$ cat config.mk
export PLATFORM = sky130hd
export DESIGN_NAME = muldiv_sequencer
export DESIGN_NICKNAME = d
export VERILOG_FILES = /design/src/rtl/muldiv_pkg.sv /design/src/rtl/muldiv_sequencer_div_step.sv /design/src/rtl/muldiv_sequencer.sv
export SDC_FILE = /design/constraint.sdc
export NUM_CORES = 2
export LEC_CHECK = 0
export BUFFER_PORTS_ARGS = -buffer_cell sky130_fd_sc_hd__buf_2
export CAP_MARGIN = 20
export CORE_ASPECT_RATIO = 0.9
export CORE_MARGIN = 2
export CORE_UTILIZATION = 27
export CTS_BUF_LIST = sky130_fd_sc_hd__clkbuf_16
export DETAILED_ROUTE_END_ITERATION = 10
export GPL_ROUTABILITY_DRIVEN = 0
export REMOVE_ABC_BUFFERS = 1
export SLEW_MARGIN = 20
export SYNTH_ARGS = -nofsm -noshare
export SYNTH_HDL_FRONTEND = slang
export SYNTH_SLANG_ARGS = --single-unit
$ cat constraint.sdc
create_clock -name CLK -period 12.4 [get_ports CLK]
set_input_delay 3.72 -clock CLK [delete_from_list [all_inputs] [get_ports CLK]]
set_output_delay 3.72 -clock CLK [all_outputs]
set_load 0.01 [all_outputs]
$ cat src/rtl/muldiv_pkg.sv
// Shared RV32M definitions: ALUOP codes, sequencer states and divide length.
// Imported by the control unit, the ALU and the multiply/divide sequencer.
package muldiv_pkg;

    localparam int DIV_STEPS = 32;

    localparam logic [4:0] ALU_MUL    = 5'b01011;
    localparam logic [4:0] ALU_MULH   = 5'b01100;
    localparam logic [4:0] ALU_MULHSU = 5'b01101;
    localparam logic [4:0] ALU_MULHU  = 5'b01110;
    localparam logic [4:0] ALU_DIV    = 5'b01111;
    localparam logic [4:0] ALU_DIVU   = 5'b10000;
    localparam logic [4:0] ALU_REM    = 5'b10001;
    localparam logic [4:0] ALU_REMU   = 5'b10010;

    typedef enum logic [2:0] {
        ST_IDLE,
        ST_MUL,
        ST_DIV,
        ST_FIX,
        ST_DONE
    } state_t;

    function automatic logic is_mdop(input logic [4:0] op);
        return (op >= ALU_MUL) && (op <= ALU_REMU);
    endfunction

    function automatic logic is_divop(input logic [4:0] op);
        return (op >= ALU_DIV) && (op <= ALU_REMU);
    endfunction

    function automatic logic is_remop(input logic [4:0] op);
        return (op == ALU_REM) || (op == ALU_REMU);
    endfunction

endpackage

$ cat src/rtl/muldiv_sequencer_div_step.sv
// One restoring-division iteration: shift {rem,quot} left and
// subtract the divisor when the partial remainder allows it.
module div_step #(
    parameter int XLEN = 32
) (
    input  logic [XLEN-1:0] rem,
    input  logic [XLEN-1:0] quot,
    input  logic [XLEN-1:0] divisor,
    output logic [XLEN-1:0] rem_next,
    output logic [XLEN-1:0] quot_next
);

    logic [XLEN:0] shifted;
    logic [XLEN:0] diff;

    always_comb begin
        shifted = {rem, quot[XLEN-1]};
        diff    = shifted - {1'b0, divisor};
        if (shifted >= {1'b0, divisor}) begin
            rem_next  = diff[XLEN-1:0];
            quot_next = {quot[XLEN-2:0], 1'b1};
        end else begin
            rem_next  = shifted[XLEN-1:0];
            quot_next = {quot[XLEN-2:0], 1'b0};
        end
    end

endmodule

$ cat src/rtl/muldiv_sequencer.sv
// RV32M multi-cycle unit: 2-cycle multiply, 32-step restoring divide,
// with divide-by-zero and signed-overflow results resolved at acceptance.
module muldiv_sequencer
    import muldiv_pkg::*;
#(
    parameter int XLEN = 32
) (
    input  logic            CLK,
    input  logic            RESET,
    input  logic            START,
    input  logic [4:0]      SELECT,
    input  logic [XLEN-1:0] DATA1,
    input  logic [XLEN-1:0] DATA2,
    input  logic            FLUSH,
    output logic            BUSY,
    output logic            DONE,
    output logic [XLEN-1:0] RESULT
);

    state_t state, state_next;

    logic [4:0]        op;
    logic [XLEN:0]     opa, opb;
    logic [XLEN-1:0]   rem, quot, divisor;
    logic [XLEN-1:0]   rem_n, quot_n;
    logic              qneg, rneg;
    logic [4:0]        cnt;

    logic              accept, sgn, zero, ovf, special;
    logic [XLEN-1:0]   special_val, abs1, abs2;
    logic [XLEN:0]     exta, extb;
    logic [2*XLEN-1:0] product;
    logic [XLEN-1:0]   mul_res, qfix, rfix, fix_val;

    assign accept = (state == ST_IDLE) && START && is_mdop(SELECT) && !FLUSH;
    assign sgn    = (SELECT == ALU_DIV) || (SELECT == ALU_REM);
    assign zero   = (DATA2 == '0);
    assign ovf    = sgn && (DATA1 == {1'b1, {(XLEN-1){1'b0}}}) && (&DATA2);
    assign special = is_divop(SELECT) && (zero || ovf);

    // Overflow only ever divides the most negative value, so DATA1 is the quotient.
    always_comb begin
        if (zero)
            special_val = is_remop(SELECT) ? DATA1 : '1;
        else
            special_val = is_remop(SELECT) ? '0 : DATA1;
    end

    assign abs1 = (sgn && DATA1[XLEN-1]) ? -DATA1 : DATA1;
    assign abs2 = (sgn && DATA2[XLEN-1]) ? -DATA2 : DATA2;

    always_comb begin
        exta = {1'b0, DATA1};
        extb = {1'b0, DATA2};
        unique case (1'b1)
            SELECT == ALU_MULH: begin
                exta = {DATA1[XLEN-1], DATA1};
                extb = {DATA2[XLEN-1], DATA2};
            end
            SELECT == ALU_MULHSU: exta = {DATA1[XLEN-1], DATA1};
            default: ;
        endcase
    end

    // Only the low 2*XLEN bits of the extended product are ever selected.
    assign product = {{(XLEN-1){opa[XLEN]}}, opa} * {{(XLEN-1){opb[XLEN]}}, opb};
    assign mul_res = (op == ALU_MUL) ? product[XLEN-1:0] : product[2*XLEN-1:XLEN];

    assign qfix    = qneg ? -quot : quot;
    assign rfix    = rneg ? -rem : rem;
    assign fix_val = is_remop(op) ? rfix : qfix;

    div_step #(.XLEN(XLEN)) u_div_step (
        .rem       (rem),
        .quot      (quot),
        .divisor   (divisor),
        .rem_next  (rem_n),
        .quot_next (quot_n)
    );

    always_ff @(posedge CLK) begin
        if (RESET)
            state <= ST_IDLE;
        else
            state <= state_next;
    end

    always_comb begin
        state_next = state;
        unique case (state)
            ST_IDLE: begin
                if (accept) begin
                    if (!is_divop(SELECT))
                        state_next = ST_MUL;
                    else if (special)
                        state_next = ST_DONE;
                    else
                        state_next = ST_DIV;
                end
            end
            ST_MUL:  state_next = ST_DONE;
            ST_DIV:  if (cnt == 5'(DIV_STEPS-1)) state_next = ST_FIX;
            ST_FIX:  state_next = ST_DONE;
            ST_DONE: state_next = ST_IDLE;
            default: state_next = ST_IDLE;
        endcase
        if (FLUSH && state != ST_IDLE)
            state_next = ST_IDLE;
    end

    always_comb begin
        BUSY = 1'b0;
        DONE = 1'b0;
        unique case (state)
            ST_IDLE: BUSY = accept;
            ST_MUL, ST_DIV, ST_FIX: BUSY = 1'b1;
            ST_DONE: DONE = 1'b1;
            default: ;
        endcase
    end

    always_ff @(posedge CLK) begin
        if (RESET) begin
            RESULT <= '0;
            cnt    <= '0;
        end else begin
            unique case (state)
                ST_IDLE: if (accept) begin
                    op      <= SELECT;
                    opa     <= exta;
                    opb     <= extb;
                    rem     <= '0;
                    quot    <= abs1;
                    divisor <= abs2;
                    qneg    <= sgn && (DATA1[XLEN-1] ^ DATA2[XLEN-1]);
                    rneg    <= sgn && DATA1[XLEN-1];
                    cnt     <= '0;
                    if (special)
                        RESULT <= special_val;
                end
                ST_MUL: if (!FLUSH) RESULT <= mul_res;
                ST_DIV: begin
                    rem  <= rem_n;
                    quot <= quot_n;
                    cnt  <= cnt + 5'd1;
                end
                ST_FIX: if (!FLUSH) RESULT <= fix_val;
                default: ;
            endcase
        end
    end

endmodule

==> run_results.csv <==
group,metric,value,unit
route,via_count,38857,
job,cap_violations,0,
critical_path,slowest_delay,510,ps
route,wl_met1,66850,um
finish,final_nets,7006,
synthesis,synth_top_family_by_area,"adder cells",
critical_path,crit_path_start,"SELECT[2]",
timing,skew,24.55,ps
critical_path,r2r_cells,27,
clock_tree,cts_buffer_depth,3,
floorplan,dieArea,195700,sq um
critical_path,worstPathMaxFanout,7,
finish,layout-drive-gt1-share,5.111,%
clock_tree,cts_resized,0,
route,drt-total-wl,154900,um
finish,n_fill_cell,19962,
clock_tree,cts_sinks,208,
synthesis,syn_avg_cell_area,9.227,sq um
grt,grt_util_all_layers,16.02,%
synthesis,ys.flop_type,"edfxtp_1",
timing,period_share,73.04,%
hold_path,hold_class,"flop to flop",
synthesis,synth_warnings,0,
critical_path,required,8680,ps
synthesis,synth-edff-count,168,
critical_path,worst_path_max_delay_cell,"or3b_2",
synthesis,synth_compound_area_share,7.807,%
floorplan,die_y,419.9,um
grt,grt_pass1_vias,41154,
critical_path,endpoint_kind,"output pin",
clock_tree,cts-root-buf,"clkbuf_16",
grt,grt_max_degree,71,
grt,gr-total-overflow,0,
finish,layout_commonest_cell,"inv_1",
clock_tree,clkSlewWorstSetupHoldPaths,60,ps
synthesis,yosysSeqAreaShare,11.26,%
synthesis,synthCells,5624,
critical_path,reg2reg_slack,3700,ps
route,drtAntennaViolNets,0,
timing,setup_viol,0,
critical_path,reg2reg_from,"opb[7]$_DFFE_PP_",
floorplan,io_pins,107,
clock_tree,cts_tree,"yes",
timing,clock.fmax,110.4,MHz
finish,final_cell_mix,"1188 x inv_1, 1125 x fa_1, 698 x nand2_1",
synthesis,synthXorXnorAreaFrac,3.443,%
clock_tree,clock_latency,570,ps
synthesis,synthMuxAreaShare,0.8222,%
route,drc_errors,0,
synthesis,synthSimpleGateAreaFrac,16.50,%
route,wire_per_inst,19.07,um
critical_path,path_common_cell,"buf_2",
critical_path,arrival,5340,ps
placement,portBuffers,106,
grt,antenna_found_initial,17,
floorplan,rows,152,
timing,worst_pin_slew,1073,ps
critical_path,crit_chain,"buf_2, or3b_2, nand2b_1, a21o_1, nor3b_1, nor2_1, buf_2",
finish,utilization,29.39,%
placement,dp_hpwl,126900,um
grt,grt_pass1_wl,245900,um
timing,rsz0062_at_grt,"false",
critical_path,crit_end,"BUSY",
route,vias_per_cell,4.782,
route,wl_met3,10610,um
synthesis,ys_seq_elements,208,
clock_tree,ctsHoldBuffers,0,
route,firstDrtPassIters,6,
timing,maxSlewHeadroom,28.46,%
synthesis,synthArstFlopShare,0,%
timing,finalHoldViolations,0,
finish,syn_to_final_growth,8.032,%
route,initialDrtViolationCount,2942,
floorplan,start_util,27.20,%
clock_tree,post_cts_buffers,0,
timing,report.final.slew_viol_count,0,
timing,setup_tns,0,ps
route,wl_met2,72910,um
timing,hold_ws,481.7,ps
floorplan,die_w,466.1,um
synthesis,synth_cell_types,89,
clock_tree,cts_buffers,26,
route,top_layer_used,"met5",
status,status,"finished, final reports clean",
floorplan,core_area,190800,sq um
critical_path,cp-start-kind,"input pin",
timing,timing.final.crit_period,9056,ps
critical_path,path_class,"input pin to output pin",
synthesis,syn_area,51890,sq um
synthesis,synth-adder-area-share,49.49,%
clock_tree,cts.htree.levels,1,
critical_path,reg2reg_to,"RESULT[30]$_SDFFE_PP0P_",
[Yosys cell counts, types with 12 or more instances]
library cell  count  area (sq um)
inv_1          1184          4444
fa_1           1126         22540
nand2_1         698          2620
and2_1          551          3447
clkbuf_1        271          1017
ha_1            251          3141
edfxtp_1        168          5045
nor2_1          166         623.1
o21ai_0         146         730.7
a21oi_1         143         715.7
xnor2_1         122          1069
xor2_1           82         718.2
a21o_1           60         450.4
nand3_1          45         225.2
dfxtp_1          40         800.8
mux2i_1          37         370.4
nor2b_1          32         200.2
nor3_1           32         160.2
o31ai_1          31         232.7
a211oi_1         28         210.2
a31oi_1          27         168.9
nand4_1          27         168.9
and3_1           23         143.9
o211ai_1         23         172.7
o41ai_1          23         201.4
or3_1            23         143.9
nand2b_1         22         137.6
o21a_1           21         157.7
nor4_1           18         112.6
or4_1            16         120.1
or2_2            15         93.84
o21bai_1         12         90.09
[worst min-delay path by stage]
stage               cells after the start           startpoint  slack, ps             endpoint
floorplan                               1  cnt[3]$_SDFFE_PP0P_        430  cnt[3]$_SDFFE_PP0P_
global placement                        1  cnt[3]$_SDFFE_PP0P_        460  cnt[3]$_SDFFE_PP0P_
detailed placement                      1  cnt[3]$_SDFFE_PP0P_        470  cnt[3]$_SDFFE_PP0P_
CTS                                     2  cnt[4]$_SDFFE_PP0P_        480  cnt[4]$_SDFFE_PP0P_
global route                            2  cnt[4]$_SDFFE_PP0P_        500  cnt[4]$_SDFFE_PP0P_
finish                                  1  cnt[3]$_SDFFE_PP0P_        480  cnt[3]$_SDFFE_PP0P_
[registers in the layout, summed over array words and instances, names as in the netlist]
name / count
qneg: 1
opb: 33
cnt: 5
state: 3
quot: 32
rem: 32
op: 5
rneg: 1
opa: 33
RESULT: 32
divisor: 31
[layout make-up]
cell class	instances	area, sq um	area share [%]
Sequential cell	208	5846	10.43
Timing Repair Buffer	190	1161	2.071
Clock inverter	22	217.7	0.3883
Clock buffer	26	650.6	1.161
Antenna cell	9	22.52	0.04017
Tap cell	2541	3179	5.671
Multi-Input combinational cell	3946	40540	72.31
Inverter	1184	4444	7.928
[kinds of logic (layout without fill, tap and decap cells)]
| kind of cell | Yosys count | after routing |
|---|---|---|
| DFF | 208 | 208 |
| xor gates and xnor gates | 204 | 204 |
| adders and majority gates | 1377 | 1377 |
| and+or+nand+nor | 1709 | 1709 |
| AOI/OAI and AO/OA | 614 | 614 |
| buffers and inverters | 1470 | 1422 |
| muxes | 42 | 42 |
| other | 0 | 9 |
[worst max-delay path: cells and delay by family]
family | cells | cell delay [ps]
simple gates | 4 | 1070
buf+inv | 2 | 290
compound gates | 1 | 250
[stage by stage]
step	instance area [sq um]	worst slack (ps)	std cells
finish	56060	3344	8126
global route	56050	3218	8121
CTS	56040	3346	8117
detailed placement	55170	3355	8069
global placement	55170	3356	8069
floorplan	50800	942.8	5338
[routing by layer]
layer / GRT usage [%] / vias up
li1: - / 17078
met1: 22.13 / 20158
met2: 26.70 / 1411
met3: 1.921 / 208
met4: 3.726 / 2
met5: 0 / -
Power is left out: the tool's default activity adds up to more than one toggle a clock period on the data nets, which glitch-free logic cannot reach.
